===== config.mk =====
export PLATFORM = sky130hd
export DESIGN_NAME = spi_reg_bank
export DESIGN_NICKNAME = d
export VERILOG_FILES = /design/src/rtl/spi_reg_bank.sv
export SDC_FILE = /design/constraint.sdc
export NUM_CORES = 1
export LEC_CHECK = 0
export CAP_MARGIN = 0
export CORE_AREA = 2 2 140 142
export CTS_CLUSTER_SIZE = 10
export DETAILED_ROUTE_END_ITERATION = 6
export DIE_AREA = 0 0 142 144
export PLACE_DENSITY = 0.81
export SYNTH_ARGS = -nofsm -noshare
export SYNTH_HDL_FRONTEND = slang
export SYNTH_SLANG_ARGS = --single-unit

===== constraint.sdc =====
create_clock -name clk_in -period 3.6 [get_ports clk_in]
set_clock_uncertainty 0.05 [all_clocks]
set_input_delay 0.72 -clock clk_in [delete_from_list [all_inputs] [get_ports clk_in]]
set_output_delay 0.72 -clock clk_in [all_outputs]
set_load 0.05 [all_outputs]

===== src/rtl/spi_reg_bank.sv =====
// Command/address decoder behind the SPI slave receiver: fills a shadow register bank
// byte by byte and commits it atomically to the active bank when chip-select drops.
module spi_reg_bank #(
    parameter int NUM_REGS = 16
) (
    input  logic                  clk_in,
    input  logic                  reset_in,
    input  logic [7:0]            data_in,
    input  logic                  data_valid_in,
    input  logic                  transaction_valid_in,
    output logic [NUM_REGS*8-1:0] regs_out,
    output logic                  update_out,
    output logic                  busy_out,
    output logic                  addr_err_out
);

    localparam int BANK_W = NUM_REGS * 8;

    typedef enum logic [1:0] {
        IDLE = 2'd0,
        CMD  = 2'd1,
        DATA = 2'd2
    } state_e;

    state_e            state_q, state_d;
    logic [6:0]        ptr_q, ptr_d;
    logic              autoinc_q, autoinc_d;
    logic              dirty_q, dirty_d;
    logic              addr_err_q, addr_err_d;
    logic              update_q, update_d;
    logic [BANK_W-1:0] shadow_q, shadow_d;
    logic [BANK_W-1:0] active_q, active_d;
    logic              ptr_in_range;
    logic              txn_end;

    // The pointer spans the full 7-bit space; only the first NUM_REGS addresses exist.
    assign ptr_in_range = ({1'b0, ptr_q} < 8'(NUM_REGS));
    assign txn_end      = (state_q != IDLE) && !transaction_valid_in;

    // NOTE: every variable gets its hold value first, so no path through the
    // branches below leaves one unassigned and no latch is inferred.
    always_comb begin
        state_d    = state_q;
        ptr_d      = ptr_q;
        autoinc_d  = autoinc_q;
        dirty_d    = dirty_q;
        addr_err_d = addr_err_q;
        update_d   = 1'b0;
        shadow_d   = shadow_q;
        active_d   = active_q;

        if (txn_end) begin
            // Chip-select dropped: any byte strobed in this same cycle is discarded.
            if (dirty_q) begin
                active_d = shadow_q;
                update_d = 1'b1;
            end
            dirty_d = 1'b0;
            state_d = IDLE;
        end else begin
            unique case (state_q)
                IDLE: begin
                    if (transaction_valid_in) begin
                        addr_err_d = 1'b0;
                        state_d    = CMD;
                    end
                end
                CMD: begin
                    if (data_valid_in) begin
                        ptr_d     = data_in[6:0];
                        autoinc_d = data_in[7];
                        state_d   = DATA;
                    end
                end
                DATA: begin
                    if (data_valid_in) begin
                        if (ptr_in_range) begin
                            for (int k = 0; k < NUM_REGS; k++) begin
                                if (ptr_q == 7'(k)) begin
                                    shadow_d[k*8 +: 8] = data_in;
                                end
                            end
                            dirty_d = 1'b1;
                        end else begin
                            addr_err_d = 1'b1;
                        end
                        if (autoinc_q) begin
                            ptr_d = ptr_q + 7'd1;
                        end
                    end
                end
                default: begin
                    state_d = IDLE;
                end
            endcase
        end
    end

    // NOTE: state updates use non-blocking assignments so every flop samples
    // the values from before the edge, independent of statement order.
    always_ff @(posedge clk_in) begin
        if (reset_in) begin
            state_q    <= IDLE;
            ptr_q      <= 7'd0;
            autoinc_q  <= 1'b0;
            dirty_q    <= 1'b0;
            addr_err_q <= 1'b0;
            update_q   <= 1'b0;
            // NOTE: both banks are reset because the tone generator reads the
            // active bank directly and the shadow must mirror it after reset.
            shadow_q   <= '0;
            active_q   <= '0;
        end else begin
            state_q    <= state_d;
            ptr_q      <= ptr_d;
            autoinc_q  <= autoinc_d;
            dirty_q    <= dirty_d;
            addr_err_q <= addr_err_d;
            update_q   <= update_d;
            shadow_q   <= shadow_d;
            active_q   <= active_d;
        end
    end

    assign regs_out     = active_q;
    assign update_out   = update_q;
    assign busy_out     = (state_q != IDLE);
    assign addr_err_out = addr_err_q;

endmodule


==> out/metrics.csv, run 1 <==
metric;value;unit
status;finished clean;
final_hold_viol_count;0;
clk_latency;550;ps
setup_viol;0;
max_cap_viol_count;0;
drcViolationCount;0;
synth.net_count;1135;
dp_cells;1416;
critical_path.startpoint;state_q[0];
cp.arrival;2240;ps
start_kind;flip-flop;
synth_cells;1113;
port-buffer-count;142;
firstDrtPassIters;5;
antenna_found_initial;0;
n_antenna_cell;0;
synthDominantCellAreaShare;0.525;
hpwl;14400;µm
drtIter0Drc;523;
core_area;19100;µm²
min_period;3010;ps
ys_seq_area_frac;0.525;
cts.repair.resized;0;
p_per_area;508;nW/µm²
cts_root_buf;clkbuf_16;
start_util;0.537;
dieArea;20400;µm²
grt_pass1_vias;7217;
hp-start;shadow_q[96];
post-route-period-util;0.836;
grt.overflow.total;0;
worstHoldPathType;flip-flop to flip-flop;
max_slew_margin;0.467;
path_cells;inv_1 -> ha_1 -> inv_1 -> clkdlybuf4s50_1;
wl_per_cell;15.9;µm
required;2830;ps
ys.flop_type;dfxtp_1;
cp_top_family;buffers and inverters;
grt_pass1_wl;37100;µm
wirelength;23100;µm
synth_top_area_cell;dfxtp_1;
die_h;144;µm
syn_area_per_cell;9.21;µm²
synth_area_leaders;dfxtp_1, mux2i_1, nand2_1;
hold_buffers;0;
cts_tree;yes;
netlist_area;10200;µm²
ff2ff_setup_slack;980;ps
io-pin-count;143;
drive_above_1_share;0.0560;
cts_max_level;1;
peakVddDrop;0.343;mV
cts_sinks;269;
clockBufferDepth;3;
numCtsBuffers;31;
post-cts-setup-buffer-count;0;
ant_nets;0;
dpl_cell_area;11700;µm²
fin_nets;1233;
cts.clk_slew.worst_paths;50;ps
worst_slew_pin_slew;796;ps
fp-row-count;51;
maxSlewViolCount;0;
gp_congestion;0.806;
yosysUniqueCellTypes;38;
synth_edf_count;0;
routed_via_density;5.32;
max_freq;332;MHz
ys_warn_count;0;
setup_tns;0;ps
grt_max_degree;103;
rsz0062_at_grt;false;
die_w;142;µm
worst_path_max_delay_cell;clkdlybuf4s50_1;
hold_ws;396;ps
p_leak;5.07;nW
cp-end-kind;output port;
cpPeakStageDelay;800;ps
r2r-start;state_q[0];
path_common_cell;inv_1;
track_usage;0.222;
final_cell_area;12500;µm²
syn2layout_area_growth;22.1;%
crit_fanout;6;
critPathBufInv;3;
fin_cells;1453;
synthArstFlopShare;0;
num_vias;7732;
worst-setup-path-type;flip-flop to output port;
ys_seq_elements;269;
## cell families after synthesis
kind of cell,share of synthesized area
AOI/OAI and AO/OA,0.0797
adders and majority gates,0.0122
buffers and inverters,0.0425
DFF,0.525
muxes,0.131
and+or+nand+nor,0.209
## worst reg2reg max path, stage by stage (launching register included)
cell and delay, ps:
dfxtp_1 340, inv_1 130, ha_1 330, nor4b_4 720, buf_4 390, and3_1 350, mux2i_1 230
## path summary, 6_finish.rpt
check | endpoint | cells past startpoint
worst min register to register | regs_out[96] | 2
worst max-delay path | busy_out | 4
worst max register to register | shadow_q[26] | 6
worst min-delay path | regs_out[96] | 2
## final cells by class
type / count / area, µm²
repair buffers: 153 / 1540
inverters: 8 / 30.0
flip-flops and latches: 269 / 5390
clock buffers: 35 / 801
multi-input cells: 748 / 4440
clock inverters: 2 / 17.5
well taps: 238 / 298
fillers: 1576 / 6570
## cells in the mapped netlist (2+ instances only)
cell        n
o21ai_0     3
and3_1      2
nand3_4     8
nand4b_1    3
clkbuf_1   44
nand3_1     3
buf_2      29
nand4_2     4
o32ai_1     2
o21a_1      3
inv_1       8
nand3_2     4
o22ai_1     3
buf_6       2
dfxtp_1   269
mux2i_1   134
nor2b_1     4
buf_1      10
nand2b_1   75
ha_1       10
nor3_1      4
a211oi_1    2
buf_4       2
a21oi_1   137
nor2_1     70
nand2_1   266
## stage by stage
stage	utilization	total power, mW	setup WS, ps
final	0.656	6.36	592
after global routing	0.656	6.58	484
after CTS	0.656	6.41	559
after detailed placement	0.613	3.77	782
after global placement	0.613	3.75	894
after floorplan	-	3.64	1740
## metal layers
metal / vias to the layer above / track usage / routed length [µm]
met2: 203 / 0.387 / 11400
li1: 3821 / - / -
met1: 3662 / 0.291 / 9990
met3: 46 / 0.0315 / 1210
met5: - / 0 / 0
met4: 0 / 0.0611 / 539
## sequential cells by signal (all words and copies together), names as in the netlist
| register | flops |
|---|---|
| state_q | 2 |
| update_out | 1 |
| ptr_q | 7 |
| addr_err_out | 1 |
| regs_out | 128 |
| dirty_q | 1 |
| autoinc_q | 1 |
| shadow_q | 128 |
## report_power, final
part           leakage [nW]  internal, mW  switching, mW
clock network         0.401          1.54           1.10
registers              2.17          3.02         0.0720
logic                  2.50         0.205          0.415
total                  5.07          4.77           1.59
## placed cells by master, fill, tap and decap left out, types with 2 or more instances in the layout
| cell type | n |
|---|---|
| nand4_2 | 4 |
| buf_12 | 3 |
| nand3_1 | 3 |
| nand3_2 | 4 |
| mux2i_1 | 134 |
| o22ai_1 | 3 |
| nor2_1 | 70 |
| nand3_4 | 8 |
| o32ai_1 | 2 |
| nor3_1 | 4 |
| buf_4 | 8 |
| dfxtp_1 | 269 |
| a211oi_1 | 2 |
| nand4b_1 | 3 |
| and3_1 | 2 |
| nand2_1 | 266 |
| inv_1 | 8 |
| o21a_1 | 3 |
| a21oi_1 | 137 |
| o21ai_0 | 3 |
| clkbuf_1 | 3 |
| ha_1 | 10 |
| nand2b_1 | 75 |
| nor2b_1 | 4 |
| clkbuf_16 | 31 |
| clkdlybuf4s50_1 | 141 |
(Power assumes the default switching activity.)
==> inputs of run 2 (changes only) <==
--- a/config.mk
+++ b/config.mk
@@ -6,11 +6,11 @@
 export NUM_CORES = 1
 export LEC_CHECK = 0
 export CAP_MARGIN = 0
-export CORE_AREA = 2 2 140 142
+export CORE_AREA = 2 2 148 150
 export CTS_CLUSTER_SIZE = 10
 export DETAILED_ROUTE_END_ITERATION = 6
-export DIE_AREA = 0 0 142 144
-export PLACE_DENSITY = 0.81
+export DIE_AREA = 0 0 150 152
+export PLACE_DENSITY = 0.77
 export SYNTH_ARGS = -nofsm -noshare
 export SYNTH_HDL_FRONTEND = slang
 export SYNTH_SLANG_ARGS = --single-unit
==> constraint.sdc (replaced) <==
create_clock -name clk_in -period 2.45 [get_ports clk_in]
set_clock_uncertainty 0.05 [all_clocks]
set_input_delay 0.49 -clock clk_in [delete_from_list [all_inputs] [get_ports clk_in]]
set_output_delay 0.49 -clock clk_in [all_outputs]
set_load 0.05 [all_outputs]
==> run 2 against run 1 <==
Clock-buffer cell count unchanged. Via count is 0.44% lower. Clock power rose by 49%. Cell area rose by 1.2%. Critical path depth fell by 3. Global-route usage down 1.8 points. Total power increased by 48%. Sequential power increased by 47%. Register-to-register slack worse by 800 ps. Setup slack got worse by 430 ps. Non-clock buffer count rose by 8. Flip-flop and latch count did not move. Largest cell class unchanged.
==> out/metrics.csv, run 2 (synthesis results as in run 1) <==
metric;value;unit
core_area;21400;µm²
cts_root_buf;clkbuf_16;
ant_nets;0;
cts_max_level;1;
n_antenna_cell;0;
rsz0062_at_grt;false;
gp_congestion;0.770;
grt_pass1_vias;7432;
dieArea;22800;µm²
critPathBufInv;1;
numCtsBuffers;31;
die_h;152;µm
post-cts-setup-buffer-count;0;
num_vias;7698;
clockBufferDepth;3;
antenna_found_initial;0;
grt_max_degree;130;
cts.repair.resized;0;
cts_tree;yes;
worst-setup-path-type;flip-flop to output port;
cp.arrival;1750;ps
max_cap_viol_count;0;
firstDrtPassIters;5;
dpl_worst_slack;47.1;ps
wl_per_cell;15.9;µm
cp-end-kind;output port;
start_kind;flip-flop;
io-pin-count;143;
grt.overflow.total;0;
final_cell_area;12700;µm²
clk_latency;530;ps
hpwl;14800;µm
final_hold_viol_count;0;
syn2layout_area_growth;23.5;%
cts_sinks;269;
wirelength;23800;µm
fin_nets;1241;
setup_ws;164;ps
worstHoldPathType;primary input to flip-flop;
crit_fanout;2;
post-route-period-util;0.933;
worst_slew_pin_slew;602;ps
min_period;2290;ps
track_usage;0.205;
setup_tns;0;ps
maxSlewViolCount;0;
hold_buffers;0;
status;finished clean;
dpl_cell_area;11800;µm²
peakVddDrop;0.512;mV
p_leak;5.13;nW
max_slew_margin;0.597;
fp-row-count;54;
max_freq;438;MHz
cts.clk_slew.worst_paths;50;ps
setup_viol;0;
layout_common_cells;dfxtp_1, nand2_1, clkdlybuf4s50_1;
grt_pass1_wl;38400;µm
power;9.42;mW
cpPeakStageDelay;830;ps
drcViolationCount;0;
start_util;0.480;
worst_path_max_delay_cell;clkdlybuf4s50_1;
path_cells;clkdlybuf4s50_1;
required;1910;ps
layout_commonest_cell;dfxtp_1;
cp_top_family;buffers and inverters;
routed_via_density;5.13;
p_per_area;744;nW/µm²
die_w;150;µm
drive_above_1_share;0.0646;
port-buffer-count;142;
drtIter0Drc;383;
-- run 2: worst paths after layout --
| check | startpoint | end | slack (ps) | cells after the start |
|---|---|---|---|---|
| worst max-delay path | regs_out[96] | regs_out[96] | 160 | 1 |
| worst min-delay path | reset_in | regs_out[62] | 210 | 2 |
| worst min register to register | regs_out[33] | regs_out[33] | 400 | 2 |
| worst max register to register | state_q[0] | shadow_q[123] | 180 | 7 |
-- run 2: layer usage --
metal  global-route usage  part of all wire  vias up
li1                     -                 -     3842
met1                0.276              0.45     3626
met2                0.338              0.48      187
met3               0.0327             0.052       43
met4               0.0629             0.025        0
met5                    0                 0        -
-- run 2: final cells by class --
type	count	area, µm²
Fill cell	1891	8690
Sequential cell	269	5390
Multi-Input combinational cell	748	4440
Timing Repair Buffer	161	1630
Clock buffer	35	831
Tap cell	280	350
Inverter	8	30.0
Clock inverter	1	5.00
-- run 2: stage by stage --
step,utilization,std cells,hold slack (ps)
global route,0.593,1502,219
floorplan,-,1113,381
finish,0.593,1502,212
detailed placement,0.554,1466,394
global placement,0.554,1466,390
CTS,0.593,1502,202
-- run 2: where the power goes --
group | switching [mW] | internal [mW]
Sequential | 0.108 | 4.44
Combinational | 0.614 | 0.315
Clock | 1.60 | 2.34
Total | 2.32 | 7.09
==> inputs of run 3 (changes only) <==
==> config.mk (replaced) <==
export PLATFORM = sky130hd
export DESIGN_NAME = spi_reg_bank
export DESIGN_NICKNAME = d
export VERILOG_FILES = /design/src/rtl/spi_reg_bank.sv
export SDC_FILE = /design/constraint.sdc
export NUM_CORES = 1
export LEC_CHECK = 0
export CAP_MARGIN = 15
export CORE_AREA = 2 2 154 156
export CTS_CLUSTER_SIZE = 10
export DETAILED_ROUTE_END_ITERATION = 6
export DIE_AREA = 0 0 156 158
export PLACE_DENSITY = 0.72
export SYNTH_ARGS = -nofsm -noshare
export SYNTH_HDL_FRONTEND = slang
export SYNTH_SLANG_ARGS = --single-unit
==> run 3 against run 2 <==
Register-to-register slack better by 230 ps. Flip-flop and latch count unchanged. Core utilization shrank 4.2 points. Cell area increased by 0.33%. Largest cell class unchanged. Largest power group unchanged.
==> out/metrics.csv, run 3 (synthesis results as in run 1) <==
metric;value;unit
status;finished clean;
cpPeakStageDelay;840;ps
required;1910;ps
peakVddDrop;0.423;mV
layout_common_cells;dfxtp_1, nand2_1, clkdlybuf4s50_1;
core_area;23100;µm²
ff2ff_setup_slack;410;ps
hold_ws;305;ps
post-route-period-util;0.937;
fp-row-count;56;
antenna_found_initial;0;
endpoint;regs_out[89];
cts_tree;yes;
cp_num_cells;1;
worst_path_max_delay_cell;clkdlybuf4s50_1;
cp.arrival;1760;ps
wl_per_cell;16.0;µm
min_period;2300;ps
grt_pass1_wl;38800;µm
grt.overflow.total;0;
fill_cells;2064;
seq_area;5390;µm²
path_cells;clkdlybuf4s50_1;
cp_top_family;buffers and inverters;
grt_pass1_vias;7415;
p_per_area;731;nW/µm²
firstDrtPassIters;5;
p_leak;5.15;nW
die_w;156;µm
r2r_cells;6;
power;9.28;mW
cts.clk_slew.worst_paths;60;ps
drtIter0Drc;368;
syn2layout_area_growth;24.0;%
maxSlewViolCount;0;
clk_latency;530;ps
drcViolationCount;0;
num_vias;7639;
dpl_cell_area;11900;µm²
critPathBufInv;1;
grt_max_degree;91;
max_freq;436;MHz
routed_via_density;5.04;
die_h;158;µm
start_util;0.445;
cts_root_buf;clkbuf_16;
wirelength;24300;µm
reg2reg_to;shadow_q[75];
gp_congestion;0.782;
cp-end-kind;output port;
cts.repair.resized;0;
dp_cells;1484;
max_slew_margin;0.614;
drive_above_1_share;0.0669;
multi_input_area;4440;µm²
r2r-start;state_q[0];
io-pin-count;143;
start_kind;flip-flop;
worstHoldPathType;primary input to flip-flop;
cts_max_level;1;
final_cell_area;12700;µm²
final_hold_viol_count;0;
rsz0062_at_grt;false;
fin_cells;1516;
dieArea;24600;µm²
post-cts-setup-buffer-count;0;
worst_slew_pin_slew;577;ps
numCtsBuffers;30;
fin_nets;1248;
max_cap_viol_count;0;
critical_path.startpoint;regs_out[89];
cts_sinks;269;
worst-setup-path-type;flip-flop to output port;
setup_tns;0;ps
port-buffer-count;142;
n_antenna_cell;0;
setup_viol;0;
layout_commonest_cell;dfxtp_1;
hpwl;15500;µm
crit_fanout;2;
clockBufferDepth;3;
hold_buffers;0;
hp-start;reset_in;
track_usage;0.194;
ant_nets;0;
## run 3: stage by stage
stage	utilization	setup slack (ps)
2_1_floorplan	-	652
3_3_place_gp	0.517	112
3_5_place_dp	0.517	61.3
4_1_cts	0.551	143
5_1_grt	0.551	112
6_report	0.551	155
## run 3: final cells by class
type	instances	area share
clock buffer	32	0.0614
timing repair buffer	169	0.135
sequential	269	0.424
multi-input combinational	748	0.349
inverter	8	0.00236
tap	290	0.0286
## run 3: report_power, final
group	total, mW	switching [mW]	internal (mW)	leakage (nW)
sequential	4.55	0.105	4.44	2.17
clock	3.78	1.58	2.20	0.383
combinational	0.950	0.625	0.325	2.60
## run 3: layer usage
| metal | track usage | wire (µm) | vias to the layer above |
|---|---|---|---|
| met4 | 0.0437 | 382 | 0 |
| met5 | 0 | 0 | - |
| met2 | 0.339 | 11900 | 148 |
| met3 | 0.0296 | 944 | 37 |
| met1 | 0.255 | 11100 | 3598 |
| li1 | - | - | 3856 |
## run 3: how the worst min path moves through the flow
| stage | depth (start not counted) | to |
|---|---|---|
| after global placement | 2 | regs_out[30] |
| after global routing | 2 | update_out |
| after detailed placement | 2 | regs_out[52] |
| final | 2 | update_out |
| after CTS | 2 | update_out |
| after floorplan | 2 | autoinc_q |
